File: src/rtl/button_pkg.sv
// button_pkg: shared event type, index-width helper and default timing for the button front end
package button_pkg;
    localparam int MAX_IDX_W        = 4;
    localparam int DEF_N_BTN        = 4;
    localparam int DEF_CLK_HZ       = 1_000_000;
    localparam int DEF_SAMPLE_HZ    = 1000;
    localparam int DEF_STABLE_CNT   = 3;
    localparam int DEF_LONG_SAMPLES = 1000;

    typedef struct packed {
        logic [MAX_IDX_W-1:0] id;
        logic                 is_long;
    } btn_evt_t;

    function automatic int BTN_IDX_W(input int n);
        return (n > 1) ? $clog2(n) : 1;
    endfunction
endpackage

File: src/rtl/btn_debounce_ch.sv
// btn_debounce_ch: synchronise, debounce and time one button; flags each release with its press length
module btn_debounce_ch
    import button_pkg::*;
#(
    parameter int STABLE_CNT   = DEF_STABLE_CNT,
    parameter int LONG_SAMPLES = DEF_LONG_SAMPLES
) (
    input  logic clk,
    input  logic rst,
    input  logic raw_i,
    input  logic tick_i,
    output logic level_o,
    output logic rel_o,
    output logic long_o
);
    localparam int CW = $clog2(STABLE_CNT + 1);
    localparam int HW = $clog2(LONG_SAMPLES + 1);

    logic [1:0]    sync_q;
    logic [CW-1:0] cnt_q, cnt_d;
    logic [HW-1:0] hold_q, hold_d;
    logic          level_q, level_d, differ, flip;

    always_comb begin
        differ  = sync_q[1] ^ level_q;
        flip    = tick_i && differ && cnt_q == CW'(STABLE_CNT - 1);
        cnt_d   = !tick_i ? cnt_q : (!differ || flip) ? '0 : cnt_q + 1'b1;
        level_d = level_q ^ flip;
        hold_d  = !tick_i                                    ? hold_q :
                  (flip && !level_q)                         ? '0 :
                  (level_q && hold_q != HW'(LONG_SAMPLES))   ? hold_q + 1'b1 : hold_q;
    end

    always_ff @(posedge clk or posedge rst) begin
        if (rst) begin
            sync_q  <= '0;
            cnt_q   <= '0;
            hold_q  <= '0;
            level_q <= 1'b0;
        end else begin
            sync_q  <= {sync_q[0], raw_i};
            cnt_q   <= cnt_d;
            hold_q  <= hold_d;
            level_q <= level_d;
        end
    end

    assign level_o = level_q;
    assign rel_o   = flip && level_q;
    assign long_o  = hold_q >= HW'(LONG_SAMPLES);
endmodule

File: src/rtl/button_event_arbiter.sv
// button_event_arbiter: debounced button front end with round-robin press-event arbitration
// onto a single valid/ready channel with sticky overrun reporting.
module button_event_arbiter
    import button_pkg::*;
#(
    parameter int N_BTN        = DEF_N_BTN,
    parameter int CLK_HZ       = DEF_CLK_HZ,
    parameter int SAMPLE_HZ    = DEF_SAMPLE_HZ,
    parameter int STABLE_CNT   = DEF_STABLE_CNT,
    parameter int LONG_SAMPLES = DEF_LONG_SAMPLES
) (
    input  logic                          clk,
    input  logic                          rst,
    input  logic [N_BTN-1:0]              btn_raw,
    input  logic                          evt_ready,
    input  logic                          ovr_clr,
    output logic                          evt_valid,
    output logic [BTN_IDX_W(N_BTN)-1:0]   evt_id,
    output logic                          evt_long,
    output logic [N_BTN-1:0]              btn_level,
    output logic                          overrun
);
    localparam int DIV = CLK_HZ / SAMPLE_HZ;
    localparam int PW  = DIV > 1 ? $clog2(DIV) : 1;
    localparam int IW  = BTN_IDX_W(N_BTN);

    logic [PW-1:0]    pre_q, pre_d;
    logic [N_BTN-1:0] rel, lng, pend_q, pend_d, plong_q, plong_d, drop, clr, keep;
    logic [IW-1:0]    rr_q, rr_d, gnt;
    logic             valid_q, valid_d, ovr_q, ovr_d, tick, found, load, take;
    btn_evt_t         out_q, out_d;

    assign tick = pre_q == PW'(DIV - 1);

    for (genvar i = 0; i < N_BTN; i++) begin : g_ch
        btn_debounce_ch #(
            .STABLE_CNT  (STABLE_CNT),
            .LONG_SAMPLES(LONG_SAMPLES)
        ) u_ch (
            .clk    (clk),
            .rst    (rst),
            .raw_i  (btn_raw[i]),
            .tick_i (tick),
            .level_o(btn_level[i]),
            .rel_o  (rel[i]),
            .long_o (lng[i])
        );
    end

    always_comb begin
        found = 1'b0;
        gnt   = rr_q;
        for (int k = 1; k <= N_BTN; k++) begin
            if (!found && pend_q[(int'(rr_q) + k) % N_BTN]) begin
                found = 1'b1;
                gnt   = IW'((int'(rr_q) + k) % N_BTN);
            end
        end
        load    = !valid_q || evt_ready;
        take    = load && found;
        clr     = take ? N_BTN'(1) << gnt : '0;
        // a fresh release on the channel being granted this cycle is kept, not dropped
        drop    = rel & pend_q & ~clr;
        keep    = rel & ~drop;
        pend_d  = (pend_q & ~clr) | rel;
        plong_d = (plong_q & ~keep) | (lng & keep);
        ovr_d   = |drop || (ovr_q && !ovr_clr);
        pre_d   = tick ? '0 : pre_q + 1'b1;
        valid_d = load ? found : valid_q;
        out_d   = take ? '{id: MAX_IDX_W'(gnt), is_long: plong_q[gnt]} : out_q;
        rr_d    = take ? gnt : rr_q;
    end

    always_ff @(posedge clk or posedge rst) begin
        if (rst) begin
            pre_q   <= '0;
            pend_q  <= '0;
            plong_q <= '0;
            rr_q    <= IW'(N_BTN - 1);
            valid_q <= 1'b0;
            ovr_q   <= 1'b0;
            out_q   <= '0;
        end else begin
            pre_q   <= pre_d;
            pend_q  <= pend_d;
            plong_q <= plong_d;
            rr_q    <= rr_d;
            valid_q <= valid_d;
            ovr_q   <= ovr_d;
            out_q   <= out_d;
        end
    end

    assign evt_valid = valid_q;
    assign evt_id    = IW'(out_q.id);
    assign evt_long  = out_q.is_long;
    assign overrun   = ovr_q;
endmodule

File: config.mk
export PLATFORM = sky130hd
export DESIGN_NAME = button_event_arbiter
export DESIGN_NICKNAME = d
export VERILOG_FILES = /design/src/rtl/button_pkg.sv /design/src/rtl/btn_debounce_ch.sv /design/src/rtl/button_event_arbiter.sv
export SDC_FILE = /design/constraint.sdc
export NUM_CORES = 1
export LEC_CHECK = 0
export ABC_AREA = 1
export ABC_CLOCK_PERIOD_IN_PS = 2340
export BUFFER_PORTS_ARGS = -buffer_cell sky130_fd_sc_hd__clkbuf_2
export CORE_UTILIZATION = 40
export CTS_CLUSTER_SIZE = 10
export DETAILED_ROUTE_END_ITERATION = 12
export GPL_ROUTABILITY_DRIVEN = 0
export PLACE_DENSITY = 0.63
export SLEW_MARGIN = 20
export SYNTH_ARGS = -nofsm -noshare
export SYNTH_HDL_FRONTEND = slang
export SYNTH_SLANG_ARGS = --single-unit
File: constraint.sdc
create_clock -name clk -period 2.34 [get_ports clk]
set_input_delay 0.234 -clock clk [delete_from_list [all_inputs] [get_ports clk]]
set_output_delay 0.234 -clock clk [all_outputs]
set_load 0.05 [all_outputs]
==> flow_summary.toml <==
[timing]
fmax_ghz = 0.473
worst_slack_ns = 0.225
skew_ns = 0.00802
tightest_slew_ns = 0.656
finalCriticalPeriod_ns = 2.12
slew_violations = 0
final-hold-violation-count = 0
rsz0062_at_grt = "false"
fin_tns_setup_ns = 0
maxSlewHeadroom = 0.562
finalCritPeriodShare = 0.904
whs_ns = 0.203
setup_viol = 0

[routing]
first_pass_iters = 4
drcViolationCount = 0
totalWireLength_um = 9730
num_vias = 4150
avgViaCountPerCell = 4.79
drt_iter0_drc = 189
routedWlPerCell_um = 11.2
drtAntennaViolNets = 0

[floorplan]
core-area_um2 = 12700
start_util = 0.410
die_w_um = 116
die_y_um = 116
pin_count = 17
num_rows = 41
dieArea_um2 = 13500

[clocking]
cts.path.max_buffers = 2
cts_resized = 0
clock-sinks = 85
h-tree-depth = 3
cts_tree = "built"
clkSlewWorstSetupHoldPaths_ns = 0.07
cts_buffers = 9
cts_root_buf = "clkbuf_16"
clk-insertion-delay-late_ns = 0.34

[synth]
ys.flop_type = "dfrtp_1"
syn_avg_cell_area_um2 = 7.82
yosys.cell_count.top_type = "nand2_1"
async_reset_ff_frac = 1.00
synth-edff-count = 0
synthTopCellsByArea = "dfrtp_1 (40%), nand2_1 (14%), inv_1 (7.0%), ha_1 (5.1%), nand3_1 (3.9%)"
synth_top_cell_by_area = "dfrtp_1"
synth.distinct_cells = 42
synthCells = 665
synth_top_area_frac = 0.400
ys_warn_count = 0
ys_top_cells_by_count = "nand2_1 (190), inv_1 (97), dfrtp_1 (83)"
syn_nets = 694
synth_seq_area_share = 0.410
syn_area_um2 = 5200
ys_ff_latch = 85

[power]
leakagePower_uw = 0.00285
ir_drop_mv = 0.344
p_per_area_nw_per_um2 = 706

[critical_path]
crit_arrival_ns = 2.37
path_class = "reg -> reg"
cpMaxStageDelayCell = "dfrtp_1"
r2r_cells = 9
crit_path_start_kind = "register"
cp_max_fo = 8
end_kind = "register"
reg2reg_setup_slack_ns = 0.22
cp.required_ns = 2.60
cpPeakStageDelay_ns = 0.39
rr_startpoint = "pre_q[0]"
path_cells = "ha_1, nand2_1, inv_2, and3_1, and3_1, ha_1, inv_1, o21ai_0, o21ai_2"
r2r_end = "g_ch[0].u_ch.hold_q[2]"

[global_route]
grt_max_degree = 33
grt_pass1_vias = 3888
grt_pass1_wl_um = 17000
antenna_found_initial = 0
grt_overflow = 0
grt_usage = 0.159

[cells_and_area]
finalNonFillerCells = 866
num-nets-final = 718
num-fill-cells = 1211
area_growth_pct = 11.8
fin_area_um2 = 5810
diodes = 0
drive_gt1_frac = 0.140

[worst_hold_path]
holdPathStages = 4
hold_end = "evt_valid"
hp-class = "in -> reg"
min_from = "evt_ready"

[run_status]
outcome = "finished, final reports clean"

[placed_design]
dp.cells = 845
io_buffers = 16
placed_area_um2 = 5460
post-place-ws_ns = 0.234
place.detailed.hpwl_um = 7170

[job]
maxCapViolCount = 0
-- area by class of cell --
cell class | instances | area [um2] | share of cell area
clock buffers | 10 | 239 | 0.0411
multi-input cells | 466 | 2580 | 0.443
inverters | 102 | 399 | 0.0686
clock inverters | 6 | 68.8 | 0.0118
flip-flops and latches | 85 | 2130 | 0.366
well taps | 172 | 215 | 0.0370
repair buffers | 25 | 185 | 0.0318
-- cell usage in the layout, fill, tap and decap left out, drive strengths merged, types with 6 or more instances in the layout --
cell type | netlist | routed
nor3 | 15 | 15
nand2 | 211 | 211
nand3 | 46 | 46
dfrtp | 83 | 83
nor2 | 46 | 46
nand4 | 6 | 6
o21ai | 60 | 60
clkbuf | 1 | 26
a21oi | 7 | 7
xnor2 | 10 | 10
nor4 | 10 | 10
ha | 21 | 21
xor2 | 12 | 12
inv | 101 | 102
-- logic make-up (layout without fill, tap and decap cells) --
kind of cell / after synthesis / after routing / synth area share
simple gates: 342 / 342 / 0.309
compound gates: 81 / 81 / 0.0996
buf+inv: 114 / 143 / 0.0946
flops: 85 / 85 / 0.410
fa+ha+maj: 21 / 21 / 0.0505
xor+xnor: 22 / 22 / 0.0371
-- worst max path at each step --
stage	slack, ns	start	depth (start not counted)	end
2_1_floorplan	0.36	pre_q[0]	12	g_ch[3].u_ch.hold_q[4]
3_3_place_gp	0.33	pre_q[0]	9	g_ch[0].u_ch.hold_q[3]
3_5_place_dp	0.23	pre_q[0]	9	g_ch[0].u_ch.hold_q[4]
4_1_cts	0.23	pre_q[0]	9	g_ch[0].u_ch.hold_q[2]
5_1_grt	0.02	pre_q[0]	10	g_ch[3].u_ch.hold_q[3]
6_report	0.22	pre_q[0]	9	g_ch[0].u_ch.hold_q[2]
-- registers in the layout, summed over array words and instances (netlist names), named ones only --
register / count
g_ch.u_ch.hold_q: 40
overrun: 1
rr_q: 2
g_ch.u_ch.sync_q: 8
evt_id: 2
evt_long: 1
pre_q: 10
evt_valid: 1
pend_q: 4
g_ch.u_ch.level_o: 4
g_ch.u_ch.cnt_q: 8
-- metrics by stage --
step	util	total power [uW]
CTS	0.459	4160
global route	0.459	4310
detailed placement	0.431	2650
finish	0.459	4110
floorplan	-	2470
global placement	0.431	2640
-- per-layer routing --
metal	part of all wire	wire [um]	global-route usage	vias up
met4	0.020	193	0.0726	0
met3	0.022	215	0.0256	17
met2	0.47	4600	0.262	50
met1	0.48	4720	0.204	1917
met5	0	0	0	-
li1	-	-	-	2166
-- where the power goes --
| part | internal, uW | switching [uW] | total [uW] |
|---|---|---|---|
| Combinational | 297 | 702 | 999 |
| Clock | 864 | 615 | 1480 |
| Sequential | 1550 | 78.6 | 1630 |
| Total | 2710 | 1400 | 4110 |
-- timing repair --
item	in CTS	in global routing
hold endpoints to repair	29	0
setup buffers	0	0
hold buffers	5	0
-- worst max-delay path, delay by kind of cell, from the launching register on --
kind,cells,cell delay (ns)
adder cells (fa/ha/maj),2,0.45
buffers and inverters,2,0.27
flip-flops,1,0.39
AO/OA/AOI/OAI,2,0.32
AND/OR/NAND/NOR,3,0.61
Note: power is estimated with default switching activity, not from simulation.
